<file path="src/rtl/axil_reg_slave_if.sv">
// AXI-Lite bus bundle shared by the register-bank slave and its host-side master.
// Address and data share DATA_WIDTH. There is one strobe bit per data byte.
interface axi_lite #(
    parameter int DATA_WIDTH = 32
);
    logic [DATA_WIDTH-1:0]   awaddr;
    logic [2:0]              awprot;
    logic                    awvalid;
    logic                    awready;
    logic [DATA_WIDTH-1:0]   wdata;
    logic [DATA_WIDTH/8-1:0] wstrb;
    logic                    wvalid;
    logic                    wready;
    logic [1:0]              bresp;
    logic                    bvalid;
    logic                    bready;
    logic [DATA_WIDTH-1:0]   araddr;
    logic [2:0]              arprot;
    logic                    arvalid;
    logic                    arready;
    logic [DATA_WIDTH-1:0]   rdata;
    logic [1:0]              rresp;
    logic                    rvalid;
    logic                    rready;

    modport master (
        output awaddr, awprot, awvalid, input awready,
        output wdata, wstrb, wvalid, input wready,
        input bresp, bvalid, output bready,
        output araddr, arprot, arvalid, input arready,
        input rdata, rresp, rvalid, output rready
    );

    modport slave (
        input awaddr, awprot, awvalid, output awready,
        input wdata, wstrb, wvalid, output wready,
        output bresp, bvalid, input bready,
        input araddr, arprot, arvalid, output arready,
        output rdata, rresp, rvalid, input rready
    );
endinterface

</file>
<file path="src/rtl/axil_reg_slave.sv">
// AXI-Lite register bank: REG_NUM byte-strobed control registers.
// Independent write (AW/W/B) and read (AR/R) state machines access the bank.
module axil_reg_slave #(
    parameter int DATA_WIDTH = 32,
    parameter int REG_NUM    = 16
) (
    input  logic                          clk,
    input  logic                          rst,
    axi_lite.slave                        s_axil,
    output logic [REG_NUM*DATA_WIDTH-1:0] reg_q,
    output logic [REG_NUM-1:0]            wr_pulse
);
    localparam int BYTES = DATA_WIDTH / 8;
    localparam int LSB   = $clog2(BYTES);
    localparam int IDX_W = (REG_NUM > 1) ? $clog2(REG_NUM) : 1;
    localparam logic [DATA_WIDTH-1:0] ADDR_LIMIT = DATA_WIDTH'(REG_NUM * BYTES);
    localparam logic [1:0] RESP_OKAY   = 2'b00;
    localparam logic [1:0] RESP_SLVERR = 2'b10;

    typedef enum logic {W_COLLECT, W_RESP} w_state_t;
    typedef enum logic {R_IDLE, R_DATA} r_state_t;

    w_state_t              w_state;
    r_state_t              r_state;
    logic [DATA_WIDTH-1:0] regs [REG_NUM];

    logic                  aw_held;
    logic                  w_held;
    logic [DATA_WIDTH-1:0] aw_addr_q;
    logic [DATA_WIDTH-1:0] w_data_q;
    logic [BYTES-1:0]      w_strb_q;
    logic                  aw_rdy;
    logic                  w_rdy;
    logic                  b_vld;
    logic [1:0]            b_resp;
    logic                  ar_rdy;
    logic                  r_vld;
    logic [1:0]            r_resp;
    logic [DATA_WIDTH-1:0] r_data;

    logic                  aw_hs;
    logic                  w_hs;
    logic                  ar_hs;
    logic                  w_ok;
    logic                  ar_ok;
    logic [IDX_W-1:0]      w_idx;
    logic [IDX_W-1:0]      ar_idx;
    logic                  unused_prot;

    assign aw_hs  = s_axil.awvalid && aw_rdy;
    assign w_hs   = s_axil.wvalid && w_rdy;
    assign ar_hs  = s_axil.arvalid && ar_rdy;
    assign w_ok   = aw_addr_q < ADDR_LIMIT;
    assign ar_ok  = s_axil.araddr < ADDR_LIMIT;
    assign w_idx  = aw_addr_q[LSB +: IDX_W];
    assign ar_idx = s_axil.araddr[LSB +: IDX_W];
    assign unused_prot = ^{s_axil.awprot, s_axil.arprot};

    assign s_axil.awready = aw_rdy;
    assign s_axil.wready  = w_rdy;
    assign s_axil.bvalid  = b_vld;
    assign s_axil.bresp   = b_resp;
    assign s_axil.arready = ar_rdy;
    assign s_axil.rvalid  = r_vld;
    assign s_axil.rresp   = r_resp;
    assign s_axil.rdata   = r_data;

    for (genvar i = 0; i < REG_NUM; i++) begin : g_reg_q
        assign reg_q[i*DATA_WIDTH +: DATA_WIDTH] = regs[i];
    end

    // AW and W are latched separately. The write fires one edge after both are held.
    always_ff @(posedge clk) begin
        if (rst) begin
            w_state   <= W_COLLECT;
            aw_held   <= 1'b0;
            w_held    <= 1'b0;
            aw_addr_q <= '0;
            w_data_q  <= '0;
            w_strb_q  <= '0;
            aw_rdy    <= 1'b0;
            w_rdy     <= 1'b0;
            b_vld     <= 1'b0;
            b_resp    <= RESP_OKAY;
            wr_pulse  <= '0;
            for (int i = 0; i < REG_NUM; i++) begin
                regs[i] <= '0;
            end
        end else begin
            wr_pulse <= '0;
            case (w_state)
                W_COLLECT: begin
                    if (aw_held && w_held) begin
                        if (w_ok) begin
                            for (int b = 0; b < BYTES; b++) begin
                                if (w_strb_q[b]) begin
                                    regs[w_idx][b*8 +: 8] <= w_data_q[b*8 +: 8];
                                end
                            end
                            wr_pulse[w_idx] <= 1'b1;
                            b_resp          <= RESP_OKAY;
                        end else begin
                            b_resp <= RESP_SLVERR;
                        end
                        b_vld   <= 1'b1;
                        aw_rdy  <= 1'b0;
                        w_rdy   <= 1'b0;
                        w_state <= W_RESP;
                    end else begin
                        if (aw_hs) begin
                            aw_held   <= 1'b1;
                            aw_addr_q <= s_axil.awaddr;
                        end
                        if (w_hs) begin
                            w_held   <= 1'b1;
                            w_data_q <= s_axil.wdata;
                            w_strb_q <= s_axil.wstrb;
                        end
                        aw_rdy <= !(aw_held || aw_hs);
                        w_rdy  <= !(w_held || w_hs);
                    end
                end
                W_RESP: begin
                    if (s_axil.bready) begin
                        b_vld   <= 1'b0;
                        aw_held <= 1'b0;
                        w_held  <= 1'b0;
                        aw_rdy  <= 1'b1;
                        w_rdy   <= 1'b1;
                        w_state <= W_COLLECT;
                    end
                end
                default: w_state <= W_COLLECT;
            endcase
        end
    end

    // The read samples the bank with non-blocking semantics.
    // A read that coincides with a write therefore returns the pre-write value.
    always_ff @(posedge clk) begin
        if (rst) begin
            r_state <= R_IDLE;
            ar_rdy  <= 1'b0;
            r_vld   <= 1'b0;
            r_resp  <= RESP_OKAY;
            r_data  <= '0;
        end else begin
            case (r_state)
                R_IDLE: begin
                    if (ar_hs) begin
                        r_data  <= ar_ok ? regs[ar_idx] : '0;
                        r_resp  <= ar_ok ? RESP_OKAY : RESP_SLVERR;
                        r_vld   <= 1'b1;
                        ar_rdy  <= 1'b0;
                        r_state <= R_DATA;
                    end else begin
                        ar_rdy <= 1'b1;
                    end
                end
                R_DATA: begin
                    if (s_axil.rready) begin
                        r_vld   <= 1'b0;
                        ar_rdy  <= 1'b1;
                        r_state <= R_IDLE;
                    end
                end
                default: r_state <= R_IDLE;
            endcase
        end
    end
endmodule

</file>
<file path="src/flat_wrapper.sv">
// flat-port wrapper written by rule: the top's interface ports become plain ports
module axil_reg_slave_flat 
#(
    parameter int DATA_WIDTH = 32,
    parameter int REG_NUM    = 16
)
  (clk, rst, reg_q, wr_pulse, s_axil_awaddr, s_axil_awprot, s_axil_awvalid, s_axil_awready, s_axil_wdata, s_axil_wstrb, s_axil_wvalid, s_axil_wready, s_axil_bresp, s_axil_bvalid, s_axil_bready, s_axil_araddr, s_axil_arprot, s_axil_arvalid, s_axil_arready, s_axil_rdata, s_axil_rresp, s_axil_rvalid, s_axil_rready);
  axi_lite #(.DATA_WIDTH(DATA_WIDTH)) s_axil_i ();
  input  logic clk;
  input  logic rst;
  output logic [REG_NUM*DATA_WIDTH-1:0] reg_q;
  output logic [REG_NUM-1:0] wr_pulse;
  input wire logic [$bits(s_axil_i.awaddr)-1:0] s_axil_awaddr;
  input wire logic [$bits(s_axil_i.awprot)-1:0] s_axil_awprot;
  input wire logic [$bits(s_axil_i.awvalid)-1:0] s_axil_awvalid;
  output wire logic [$bits(s_axil_i.awready)-1:0] s_axil_awready;
  input wire logic [$bits(s_axil_i.wdata)-1:0] s_axil_wdata;
  input wire logic [$bits(s_axil_i.wstrb)-1:0] s_axil_wstrb;
  input wire logic [$bits(s_axil_i.wvalid)-1:0] s_axil_wvalid;
  output wire logic [$bits(s_axil_i.wready)-1:0] s_axil_wready;
  output wire logic [$bits(s_axil_i.bresp)-1:0] s_axil_bresp;
  output wire logic [$bits(s_axil_i.bvalid)-1:0] s_axil_bvalid;
  input wire logic [$bits(s_axil_i.bready)-1:0] s_axil_bready;
  input wire logic [$bits(s_axil_i.araddr)-1:0] s_axil_araddr;
  input wire logic [$bits(s_axil_i.arprot)-1:0] s_axil_arprot;
  input wire logic [$bits(s_axil_i.arvalid)-1:0] s_axil_arvalid;
  output wire logic [$bits(s_axil_i.arready)-1:0] s_axil_arready;
  output wire logic [$bits(s_axil_i.rdata)-1:0] s_axil_rdata;
  output wire logic [$bits(s_axil_i.rresp)-1:0] s_axil_rresp;
  output wire logic [$bits(s_axil_i.rvalid)-1:0] s_axil_rvalid;
  input wire logic [$bits(s_axil_i.rready)-1:0] s_axil_rready;
  assign s_axil_i.awaddr = s_axil_awaddr;
  assign s_axil_i.awprot = s_axil_awprot;
  assign s_axil_i.awvalid = s_axil_awvalid;
  assign s_axil_awready = s_axil_i.awready;
  assign s_axil_i.wdata = s_axil_wdata;
  assign s_axil_i.wstrb = s_axil_wstrb;
  assign s_axil_i.wvalid = s_axil_wvalid;
  assign s_axil_wready = s_axil_i.wready;
  assign s_axil_bresp = s_axil_i.bresp;
  assign s_axil_bvalid = s_axil_i.bvalid;
  assign s_axil_i.bready = s_axil_bready;
  assign s_axil_i.araddr = s_axil_araddr;
  assign s_axil_i.arprot = s_axil_arprot;
  assign s_axil_i.arvalid = s_axil_arvalid;
  assign s_axil_arready = s_axil_i.arready;
  assign s_axil_rdata = s_axil_i.rdata;
  assign s_axil_rresp = s_axil_i.rresp;
  assign s_axil_rvalid = s_axil_i.rvalid;
  assign s_axil_i.rready = s_axil_rready;
  axil_reg_slave #(.DATA_WIDTH(DATA_WIDTH), .REG_NUM(REG_NUM)) u_core (.clk(clk), .rst(rst), .s_axil(s_axil_i), .reg_q(reg_q), .wr_pulse(wr_pulse));
endmodule
</file>
<file path="config.mk">
export PLATFORM = sky130hd
export DESIGN_NAME = axil_reg_slave_flat
export DESIGN_NICKNAME = d
export VERILOG_FILES = /design/src/rtl/axil_reg_slave_if.sv /design/src/rtl/axil_reg_slave.sv /design/src/flat_wrapper.sv
export SDC_FILE = /design/constraint.sdc
export NUM_CORES = 1
export LEC_CHECK = 0
export BUFFER_PORTS_ARGS = -buffer_cell sky130_fd_sc_hd__buf_2
export CAP_MARGIN = 15
export CORE_AREA = 2 2 267 269
export CTS_CLUSTER_DIAMETER = 200
export DETAILED_ROUTE_END_ITERATION = 6
export DIE_AREA = 0 0 269 271
export PLACE_DENSITY = 0.66
export SETUP_SLACK_MARGIN = 0.05
export SYNTH_ARGS = -nofsm -noshare
export SYNTH_HDL_FRONTEND = slang
export SYNTH_SLANG_ARGS = --single-unit
</file>
<file path="constraint.sdc">
create_clock -name clk -period 6.5 [get_ports clk]
set_input_delay 1.3 -clock clk [delete_from_list [all_inputs] [get_ports clk]]
set_output_delay 1.3 -clock clk [all_outputs]
set_load 0.005 [all_outputs]
</file>
# Yosys cells after proc, flatten, opt, wreduce, memory -nomap -nowiden
# Memories as Yosys holds them, arrays and structs flattened.
# Cells that the tools add are included.
# W data, S select, Z words.
[word_totals]
reg_bits = 129
latch_bits = 0
ramBits = 512
rom_bits = 0
inputBits = 113
out_inout_bits = 569
memories = 1
[memory_table]
columns = ["memory", "words", "width", "rd", "rd_clocked_by_memory_dff", "wr", "line", "text"]
rows = [
  ["u_core.regs", 16, 32, 17, 0, 16, "axil_reg_slave.sv:25", "logic [DATA_WIDTH-1:0] regs [REG_NUM];"],
]
[classes]
n_addsub = 0
n_mul = 0
n_div = 0
magnitude_cmp = 4
n_eq_ne = 7
shift = 0
mux = 60
bitwise_logic = 4
n_reduce_logical = 19
[ops]
columns = ["operator", "n"]
rows = [
  ["$lt A32 B7 Y1 const B", 2],
  ["$mux W32", 2],
  ["$mux W1", 44],
  ["$reduce_or A32 Y1", 1],
  ["$pmux W1 S2", 9],
  ["$reduce_and A3 Y1", 4],
  ["$mux W4", 2],
  ["$ne A2 B1 Y1 const B", 4],
  ["$reduce_and A2 Y1", 4],
  ["$ne A2 B2 Y1 const B", 3],
  ["$logic_and A1 B1 Y1", 5],
  ["$lt A4 B5 Y1 const B", 1],
  ["$demux W1 S4", 1],
  ["$ge A4 B1 Y1 const B", 1],
  ["$mux W2", 2],
  ["$not A1 Y1", 4],
  ["$reduce_or A4 Y1", 1],
  ["$logic_not A1 Y1", 2],
  ["$logic_or A1 B1 Y1", 2],
]

# Logic depth before layout (Yosys ltp)
[logic_depth]
ltp_word = 8
depth_mapped = 7

# Least setup slack after synthesis
# OpenSTA, ideal clock, no wires.
[synth_path]
path_kind = "input to register"
startpoint = "input port rst"
endpoint = "memory u_core.regs[5][0], enable pin"
arrival_time_ns = 2.582
path_slack_ns = 3.592
stages = 5
path_buffers = 4
cell_sequence = "clkbuf_1 -> clkbuf_1 -> clkbuf_1 -> clkbuf_1 -> a21o_1"
[synth_rtl]
columns = ["item", "line", "text"]
rows = [
  ["start: declaration", "flat_wrapper.sv:10", "input logic rst;"],
  ["end: declaration", "axil_reg_slave.sv:25", ""],
]

==> results.yml <==
die:
  io_pins: 682
  rows: 97
  fp.dieW_um: 269
  start_util: 0.4054
  fp.coreArea_sq_um: 69790
  dieArea_sq_um: 72900
  die_height_um: 271
synth:
  ys_warn_count: 0
  synth_top_area_cell: "edfxtp_1"
  ys_types: 40
  synth.top_cells.by_area: "edfxtp_1, dfxtp_1, mux2i_1, nor2_1, mux2_2"
  ys_ff_latch: 637
  syn_inst: 2406
  yosysSeqAreaShare: 0.6319
  netlist_area_sq_um: 28290
  avgSynthCellArea_sq_um: 11.76
  synth_top_cell_area_share: 0.5435
route:
  drc: 0
  post_drt_wl_per_cell_um: 29.02
  firstDrtPassIters: 6
  viasPerCell: 5.896
  drt_first_iter_violations: 3092
  num_vias: 23230
  totalWireLength_um: 114300
  final_antenna_net_count: 0
cts:
  clockBufferDepth: 3
  cts_tree: "yes"
  cts_buffers: 72
  cts_root_buf: "clkbuf_16"
  cts_max_level: 3
  post_cts_resized: 0
  cts_hold_buf: 0
  clk_latency_ps: 610
  clock_sinks: 637
  clk_pin_slew_ps: 60
  post-cts-setup-buffers: 0
finish:
  final_util: 0.4939
  layout-drive-gt1-share: 0.3311
  areaGrowthSynthToFinish_pct: 21.83
  design_area_sq_um: 34470
  nNetsFinal: 3057
sta:
  slew_violations: 0
  finalWorstSetupSlack_ps: 2723
  fin_setup_tns_ps: 0
  hold_viol: 0
  tightest_slew_ps: 1118
  clock_skew_ps: 20.27
  setup_viol_count_final: 0
  slew_headroom: 0.2523
  timing.fmax_mhz: 264.7
  fin_crit_ps: 3777
  fin_crit_sh: 0.5811
  grt_setup_unrepaired: "false"
power_and_ir_drop:
  power.internal_mw: 7.131
  leakage_nw: 13.63
  combPwrFrac: 0.082
  swShare: 0.2427
  seqPwrFrac: 0.491
  pwr-share-clk: 0.427
  power.switching_mw: 2.286
  ir_drop_uv: 156.6
  p_per_area_nw_per_um2: 273.2
outcome:
  run_status: "complete, no violations"
grt:
  grt_pass1_vias: 21670
  grt_pass1_wl_um: 159100
  antenna_found_initial: 4
  grt_util_all_layers: 0.3035
  grt_max_degree: 118
  grt-ovfl-total: 0
placement:
  port_buffers: 669
  dp_slack_ps: 2207
  dp.final_hpwl_um: 82570
  place.gp.congestion: 0.9198
  dpl-instance-area_sq_um: 32160
worst_setup_path:
  required_ps: 6800
  cp_max_fo: 117
  crit_path_end_kind: "flip-flop"
  path_class: "in2reg"
  critPathLaunchType: "input pin"
  arrival_ps: 4080
run:
  drv_cap: 0
min_path:
  min_path_type: "reg2reg"
[flip-flops by register name (all words and copies together) (netlist names)]
| name | count |
|---|---|
| u_core.s_axil.bvalid | 1 |
| u_core.r_state | 1 |
| u_core.s_axil.awready | 1 |
| u_core.wr_pulse | 16 |
| u_core.w_state | 1 |
| u_core.s_axil.wready | 1 |
| u_core.w_strb_q | 4 |
| u_core.regs | 512 |
| u_core.w_data_q | 32 |
| u_core.aw_addr_q | 30 |
| u_core.s_axil.arready | 1 |
| u_core.s_axil.rresp | 1 |
| u_core.aw_held | 1 |
| u_core.s_axil.bresp | 1 |
| u_core.s_axil.rvalid | 1 |
| u_core.w_held | 1 |
| u_core.s_axil.rdata | 32 |
[logic make-up (layout without fill, tap and decap cells)]
logic type / after synthesis / in the layout / share of synthesized area
buf+inv: 247 / 839 / 0.03556
simple gates: 932 / 932 / 0.1508
other cells: 1 / 3 / 0.0001326
mux: 256 / 256 / 0.09483
flops: 637 / 637 / 0.6319
compound gates: 333 / 333 / 0.08678
[placed cells by master, fill, tap and decap left out, types with 33 or more instances in the layout]
cell type	Yosys	final
nor2_1	408	408
edfxtp_1	512	512
dfxtp_1	125	125
mux2_2	96	96
nand4_1	42	42
mux2i_1	160	160
nor3_1	111	109
nand3b_1	33	33
nand3_1	35	33
clkbuf_16	0	74
a31o_2	48	48
a21oi_1	105	105
buf_2	30	666
nand2_1	234	234
[worst max-delay path, cell delays in order]
cell    delay (ps)
buf_6          620
buf_4          920
or4_4         1010
nor2_1         140
[cell type report]
| type | instances | area (sq um) |
|---|---|---|
| multi-input combinational | 1523 | 9462 |
| timing repair buffer | 701 | 3626 |
| fill | 6251 | 35320 |
| clock buffer | 103 | 2031 |
| clock inverter | 26 | 257.7 |
| antenna | 1 | 2.502 |
| sequential | 637 | 17880 |
| tap | 940 | 1176 |
| inverter | 9 | 33.78 |
[routing by layer]
layer | part of all wire | routed length (um) | global-route usage
met1 | 0.42 | 47920 | 0.4314
met2 | 0.45 | 51140 | 0.4596
met3 | 0.10 | 11580 | 0.06653
met4 | 0.032 | 3696 | 0.09942
met5 | 0 | 0 | 0
[path summary, 6_finish.rpt]
| check | from | endpoint | slack (ps) | depth (start not counted) |
|---|---|---|---|---|
| setup / recovery | rst | u_core.regs[13][26] | 2720 | 4 |
| hold / removal | u_core.aw_addr_q[11] | u_core.aw_addr_q[11] | 460 | 2 |
| setup reg to reg | u_core.aw_addr_q[31] | u_core.regs[8][7] | 3160 | 5 |
| hold reg to reg | u_core.aw_addr_q[11] | u_core.aw_addr_q[11] | 460 | 2 |
[power by group through the flow]
stage / registers [mW] / logic (mW) / clock network, mW
floorplan: 4.69 / 0.382 / 0
global placement: 4.70 / 0.754 / 0
detailed placement: 4.71 / 0.761 / 0
CTS: 4.62 / 0.764 / 4.04
global route: 4.64 / 0.813 / 4.20
finish: 4.63 / 0.772 / 4.02
[per-stage QoR]
stage	std cells	total power [mW]	hold WS, ps
finish	3940	9.418	457.0
detailed placement	3809	5.471	453.6
floorplan	2407	5.071	436.3
CTS	3938	9.424	461.9
global placement	3809	5.457	446.7
global route	3940	9.652	482.6
[cell usage after synthesis, drive strengths merged]
cell type / n
nand4: 44
o21ai: 1
o221ai: 32
nor4: 12
and3b: 2
dfxtp: 125
buf: 64
a211oi: 3
o31ai: 32
a21o: 16
mux2i: 160
o211a: 32
a31o: 48
a21oi: 105
o22a: 32
and3: 2
nor2b: 5
nor2: 408
inv: 9
or4: 3
edfxtp: 512
or2: 3
clkbuf: 174
nor3: 135
nand3b: 33
nand2: 234
and2: 7
and4: 2
o211ai: 32
conb: 1
nand3: 35
nand2b: 7
mux2: 96
No activity file was read; power rests on OpenSTA's default activity.
